### src/rtl/gravador_resultados.sv
//==============================================================================
// Module      : gravador_resultados
// Description : Serialises (saida, resto) result pairs into byte writes to a
//               512x8 result RAM at sequential addresses. Optional checksum
//               byte per record is enabled by defining CHECKSUM_EN.
// Revision    : 1.0 - initial release
//==============================================================================
`default_nettype none

module gravador_resultados #(
    parameter int ADDR_W    = 9,
    parameter int BASE_ADDR = 0,
    parameter bit WRAP      = 1'b0
) (
    input  logic              clk,
    input  logic              reset_n,
    input  logic              clear,
    input  logic              res_valid,
    output logic              res_ready,
    input  logic [15:0]       res_saida,
    input  logic [15:0]       res_resto,
    output logic              ram_we,
    input  logic              ram_ready,
    output logic [ADDR_W-1:0] ram_addr,
    output logic [7:0]        ram_wdata,
    output logic [7:0]        rec_count,
    output logic              full
);

`ifdef CHECKSUM_EN
    localparam int c_rec_bytes = 5;
`else
    localparam int c_rec_bytes = 4;
`endif

    localparam logic [ADDR_W-1:0] c_base      = ADDR_W'(BASE_ADDR);
    localparam logic [ADDR_W+1:0] c_rec_plus1 = (ADDR_W+2)'(c_rec_bytes + 1);
    localparam logic [ADDR_W+1:0] c_space     = {2'b01, {ADDR_W{1'b0}}};

    typedef enum logic [2:0] {
        ST_IDLE = 3'd0,
        ST_B0   = 3'd1,
        ST_B1   = 3'd2,
        ST_B2   = 3'd3,
        ST_B3   = 3'd4
`ifdef CHECKSUM_EN
        ,
        ST_CK   = 3'd5
`endif
    } state_t;

    state_t            r_state;
    logic [ADDR_W-1:0] r_ptr;
    logic [7:0]        r_cnt;
    logic              r_full;
    logic              r_clear_pend;
    logic [15:0]       r_saida;
    logic [15:0]       r_resto;

    state_t            w_state_nxt;
    state_t            w_adv;
    logic [ADDR_W-1:0] w_ptr_nxt;
    logic [7:0]        w_cnt_nxt;
    logic              w_full_nxt;
    logic              w_pend_nxt;
    logic              w_accept;
    logic              w_ready;
    logic              w_we;
    logic [7:0]        w_wdata;
    logic              w_last;
    logic [ADDR_W+1:0] w_ptr_end;

    // End (exclusive) of the next record if it started right after this byte
    assign w_ptr_end = {2'b00, r_ptr} + c_rec_plus1;

    always_comb begin
        w_state_nxt = r_state;
        w_adv       = r_state;
        w_ptr_nxt   = r_ptr;
        w_cnt_nxt   = r_cnt;
        w_full_nxt  = r_full;
        w_pend_nxt  = r_clear_pend;
        w_accept    = 1'b0;
        w_we        = 1'b0;
        w_wdata     = 8'h00;
        w_last      = 1'b0;
        w_ready     = (r_state == ST_IDLE) && !r_full && !clear && !r_clear_pend;

        case (r_state)
            ST_IDLE: begin
                if (clear || r_clear_pend) begin
                    w_ptr_nxt  = c_base;
                    w_cnt_nxt  = 8'd0;
                    w_full_nxt = 1'b0;
                    w_pend_nxt = 1'b0;
                end else if (res_valid && w_ready) begin
                    w_accept    = 1'b1;
                    w_state_nxt = ST_B0;
                end
            end
            ST_B0: begin
                w_we    = 1'b1;
                w_wdata = r_saida[15:8];
                w_adv   = ST_B1;
            end
            ST_B1: begin
                w_we    = 1'b1;
                w_wdata = r_saida[7:0];
                w_adv   = ST_B2;
            end
            ST_B2: begin
                w_we    = 1'b1;
                w_wdata = r_resto[15:8];
                w_adv   = ST_B3;
            end
            ST_B3: begin
                w_we    = 1'b1;
                w_wdata = r_resto[7:0];
`ifdef CHECKSUM_EN
                w_adv   = ST_CK;
`else
                w_last  = 1'b1;
`endif
            end
`ifdef CHECKSUM_EN
            ST_CK: begin
                w_we    = 1'b1;
                w_wdata = r_saida[15:8] ^ r_saida[7:0] ^ r_resto[15:8] ^ r_resto[7:0];
                w_last  = 1'b1;
            end
`endif
            default: w_state_nxt = ST_IDLE;
        endcase

        // A clear seen mid-record is deferred until the record is counted
        if (r_state != ST_IDLE) begin
            w_pend_nxt = r_clear_pend || clear;
            if (ram_ready) begin
                if (w_last) begin
                    w_state_nxt = ST_IDLE;
                    w_cnt_nxt   = r_cnt + 8'd1;
                    if (w_ptr_end > c_space) begin
                        if (WRAP) begin
                            w_ptr_nxt = c_base;
                        end else begin
                            w_full_nxt = 1'b1;
                        end
                    end else begin
                        w_ptr_nxt = r_ptr + 1'b1;
                    end
                end else begin
                    w_state_nxt = w_adv;
                    w_ptr_nxt   = r_ptr + 1'b1;
                end
            end
        end
    end

    always_ff @(posedge clk or negedge reset_n) begin
        if (!reset_n) begin
            r_state      <= ST_IDLE;
            r_ptr        <= c_base;
            r_cnt        <= 8'd0;
            r_full       <= 1'b0;
            r_clear_pend <= 1'b0;
            r_saida      <= 16'h0000;
            r_resto      <= 16'h0000;
        end else begin
            r_state      <= w_state_nxt;
            r_ptr        <= w_ptr_nxt;
            r_cnt        <= w_cnt_nxt;
            r_full       <= w_full_nxt;
            r_clear_pend <= w_pend_nxt;
            if (w_accept) begin
                r_saida <= res_saida;
                r_resto <= res_resto;
            end
        end
    end

    assign res_ready = w_ready;
    assign ram_we    = w_we;
    assign ram_wdata = w_wdata;
    assign ram_addr  = r_ptr;
    assign rec_count = r_cnt;
    assign full      = r_full;

endmodule

`default_nettype wire

### config.mk
export PLATFORM = sky130hd
export DESIGN_NAME = gravador_resultados
export DESIGN_NICKNAME = d
export VERILOG_FILES = /design/src/rtl/gravador_resultados.sv
export SDC_FILE = /design/constraint.sdc
export NUM_CORES = 1
export LEC_CHECK = 0
export CAP_MARGIN = 20
export CORE_MARGIN = 10
export CORE_UTILIZATION = 49
export CTS_CLUSTER_DIAMETER = 30
export DETAILED_ROUTE_END_ITERATION = 8
export DONT_BUFFER_PORTS = 1
export MAX_ROUTING_LAYER = met4
export PLACE_DENSITY = 0.66
export SLEW_MARGIN = 20
export SYNTH_ARGS = -nofsm -noshare
export SYNTH_HDL_FRONTEND = slang
export SYNTH_SLANG_ARGS = --single-unit
### constraint.sdc
create_clock -name clk -period 1.7 [get_ports clk]
set_input_delay 0.34 -clock clk [delete_from_list [all_inputs] [get_ports clk]]
set_output_delay 0.34 -clock clk [all_outputs]
set_load 0.01 [all_outputs]
==> impl_metrics.csv <==
group,metric,value,unit
clock_network,clock_latency,300,ps
finish,finish.instance_area,3169,um2
setup_path,required,1360,ps
yosys,synthMuxAreaShare,20.86,%
yosys,synth.area.top_cells,"dfrtp_1 (52%), mux2_2 (14%), mux2i_1 (6.6%)",
global_routing,grt_pass1_wl,9.432,mm
yosys,synth_compound_gate_area_share,9.104,%
clock_network,clkSinkCount,54,
routing,dr.pass1.iters,4,
placement,place_hpwl,4.289,mm
setup_path,r2r-start,"r_state[1]",
placement,dpl_cell_area,2825,um2
die,coreArea,5140,um2
die,std_cell_rows,26,
clock_network,htree_num_levels,2,
global_routing,grt_pass1_vias,1868,
yosys,synth_xor_area_share,1.686,%
finish,n_antenna_cell,0,
clock_network,cts_buffer_depth,2,
yosys,synth_top_area_share,52.02,%
finish,final_cell_mix,"dfrtp_1 (52), mux2_2 (33), buf_4 (28)",
sta,slew_headroom,82.13,%
sta,finalClockSkew,8.961,ps
sta,setup_violations,10,
yosys,syn_inst,221,
power_and_ir_drop,ir_drop,0.9127,mV
setup_path,rr_endpoint,"ram_addr[6]",
sta,setup_tns,-814.3,ps
clock_network,cts.clk_slew.worst_paths,90,ps
setup_path,crit_end,"res_ready",
placement,gp_congestion,0.8406,
power_and_ir_drop,powerDensity,1717,nW/um2
die,start_util,50.54,%
finish,layout-drive-gt1-share,41.13,%
setup_path,arrival,1480,ps
yosys,synth_top_family_by_area,"multiplexers",
routing,final_antenna_net_count,0,
sta,rsz0062_at_grt,"true",
global_routing,grt_use_total,13.99,%
routing,drt_iter0_markers,73,
die,io_pins,65,
yosys,syn_area,2597,um2
setup_path,worstSetupStartpointType,"flip-flop",
finish,fill_cells,434,
sta,min_period,1817,ps
global_routing,grt_remaining_overflow,0,
outcome,status,"complete, but fails checks",
setup_path,cp_max_fo,6,
yosys,yosys.area_share.simple,12.67,%
finish,nets,287,
run,cap_viol_max_count,0,
die,die_w,92.81,um
sta,fin_ws,-116.7,ps
finish,final_common_cell,"dfrtp_1",
finish,syn_to_final_growth,22.01,%
routing,vias_per_cell,5.692,
worst_hold_path,hold_path_startpoint,"ram_ready",
setup_path,critPathLaunch,"r_state[1]",
setup_path,ff2ff_path_depth,7,
clock_network,root_buffer,"clkbuf_8",
sta,finalHoldViolations,0,
clock_network,cts_tree,"built",
yosys,yosys.area_share.adder,0.9634,%
sta,max_freq,0.5504,GHz
yosys,synthesis.nets,260,
die,dieArea,8613,um2
finish,multi_input_area,1299,um2
power_and_ir_drop,leakage,1.460,nW
placement,portBuffers,0,
yosys,syn_area_per_cell,11.75,um2
setup_path,rrSetupSlack,20,ps
global_routing,grt_max_degree,55,
routing,drcViolationCount,0,
finish,regArea,1354,um2
outcome,violations,"setup timing",
global_routing,grt_antenna_before_repair,0,
yosys,ys_warn_count,0,
routing,wire_per_inst,18.51,um
yosys,ys_ff_latch,54,
clock_network,cts_buffers,5,
routing,drt-total-wl,5.887,mm
die,fp.dieH,92.81,um
sta,tightest_slew,267.5,ps
setup_path,worst_setup_path_end_kind,"output port",
yosys,synth_top_cell_by_area,"dfrtp_1",
sta,final.period_utilization,106.9,%
yosys,synth_cell_type_count,38,
setup_path,timing.setup.critical_path_class,"flip-flop to output port",
worst_hold_path,min_path_type,"primary input to flip-flop",
yosys,ys_seq_area_share,52.02,%
sta,drv_slew,0,
power_and_ir_drop,power,0.005442,W
routing,vias,1810,
-- flip-flops by register name (all words and copies together), names as in the netlist --
| signal | cells |
|---|---|
| r_state | 3 |
| r_resto | 16 |
| ram_addr | 9 |
| r_clear_pend | 1 |
| rec_count | 8 |
| full | 1 |
| r_saida | 16 |
-- Yosys cell counts (all sizes together) --
cell and number:
a211oi 1, a21o 2, a21oi 1, a22o 3, a22oi 8, a31o 1, and3 3, and4 2
and4b 1, buf 9, clkbuf 6, dfrtp 54, ha 2, inv 1, mux2 33, mux2i 17
nand2 22, nand2b 2, nand3 6, nand4 7, nand4b 1, nor2 10, nor2b 2, nor3 1
nor4 1, nor4bb 1, o211a 1, o211ai 1, o21a 1, o21ai 6, o22ai 8, o32ai 1
or3 1, xnor2 3, xor2 2
-- how the worst min path moves through the flow --
stage | to | slack, ps | cells past startpoint
3_5_place_dp | rec_count[4] | 50 | 0
6_report | r_state[2] | 140 | 1
3_3_place_gp | rec_count[4] | 50 | 0
2_1_floorplan | full | 40 | 0
5_1_grt | r_state[2] | 140 | 1
4_1_cts | r_state[2] | 120 | 1
-- cells by family after synthesis --
| logic type | after synthesis |
|---|---|
| xor gates and xnor gates | 5 |
| adders and majority gates | 2 |
| and+or+nand+nor | 60 |
| DFF | 54 |
| AOI/OAI and AO/OA | 34 |
| buffers and inverters | 16 |
| muxes | 50 |
-- worst max-delay path, cell delays in order (launching register included) --
cell     delay, ps
dfrtp_2        470
or3_4          420
nor4_2         130
buf_4          160
-- what timing repair did --
action | in CTS | in global routing
hold buffers | 2 | 0
setup endpoints to repair | 10 | 46
buffers inserted | 3 | 7
pin swaps | 8 | 7
resized for setup | 20 | 9
hold endpoints to repair | 54 | 0
-- metrics by stage --
stage,util (%),hold slack (ps),cells,setup WS (ps)
final,61.66,140.1,318,-116.7
after global routing,61.66,140.6,318,-185.8
after CTS,59.76,124.4,311,-149.3
after detailed placement,54.97,46.07,301,33.88
after global placement,54.97,46.04,301,19.08
after floorplan,-,44.41,221,50.78
-- metal layers --
metal  vias to the layer above  global-route usage, %  share of wire [%]
met5                         -                      -                  0
met1                       888                  15.38                 42
li1                        859                      -                  -
met2                        55                  21.96                 47
met4                         0                  3.856                1.3
met3                         8                  7.022                9.2
-- power breakdown --
part / switching, W / internal, W / leakage [nW]
logic: 0.00114 / 0.00133 / 0.724
clock network: 0.000397 / 0.000472 / 0.0573
registers: 0.000338 / 0.00176 / 0.679
-- area by class of cell --
type,count,share of cell area (%)
clock inverter,1,0.9475
tap,70,2.764
timing repair buffer,35,9.870
inverter,1,0.1184
multi-input combinational,151,40.98
clock buffer,6,2.606
sequential,54,42.72
(Power assumes the default switching activity.)
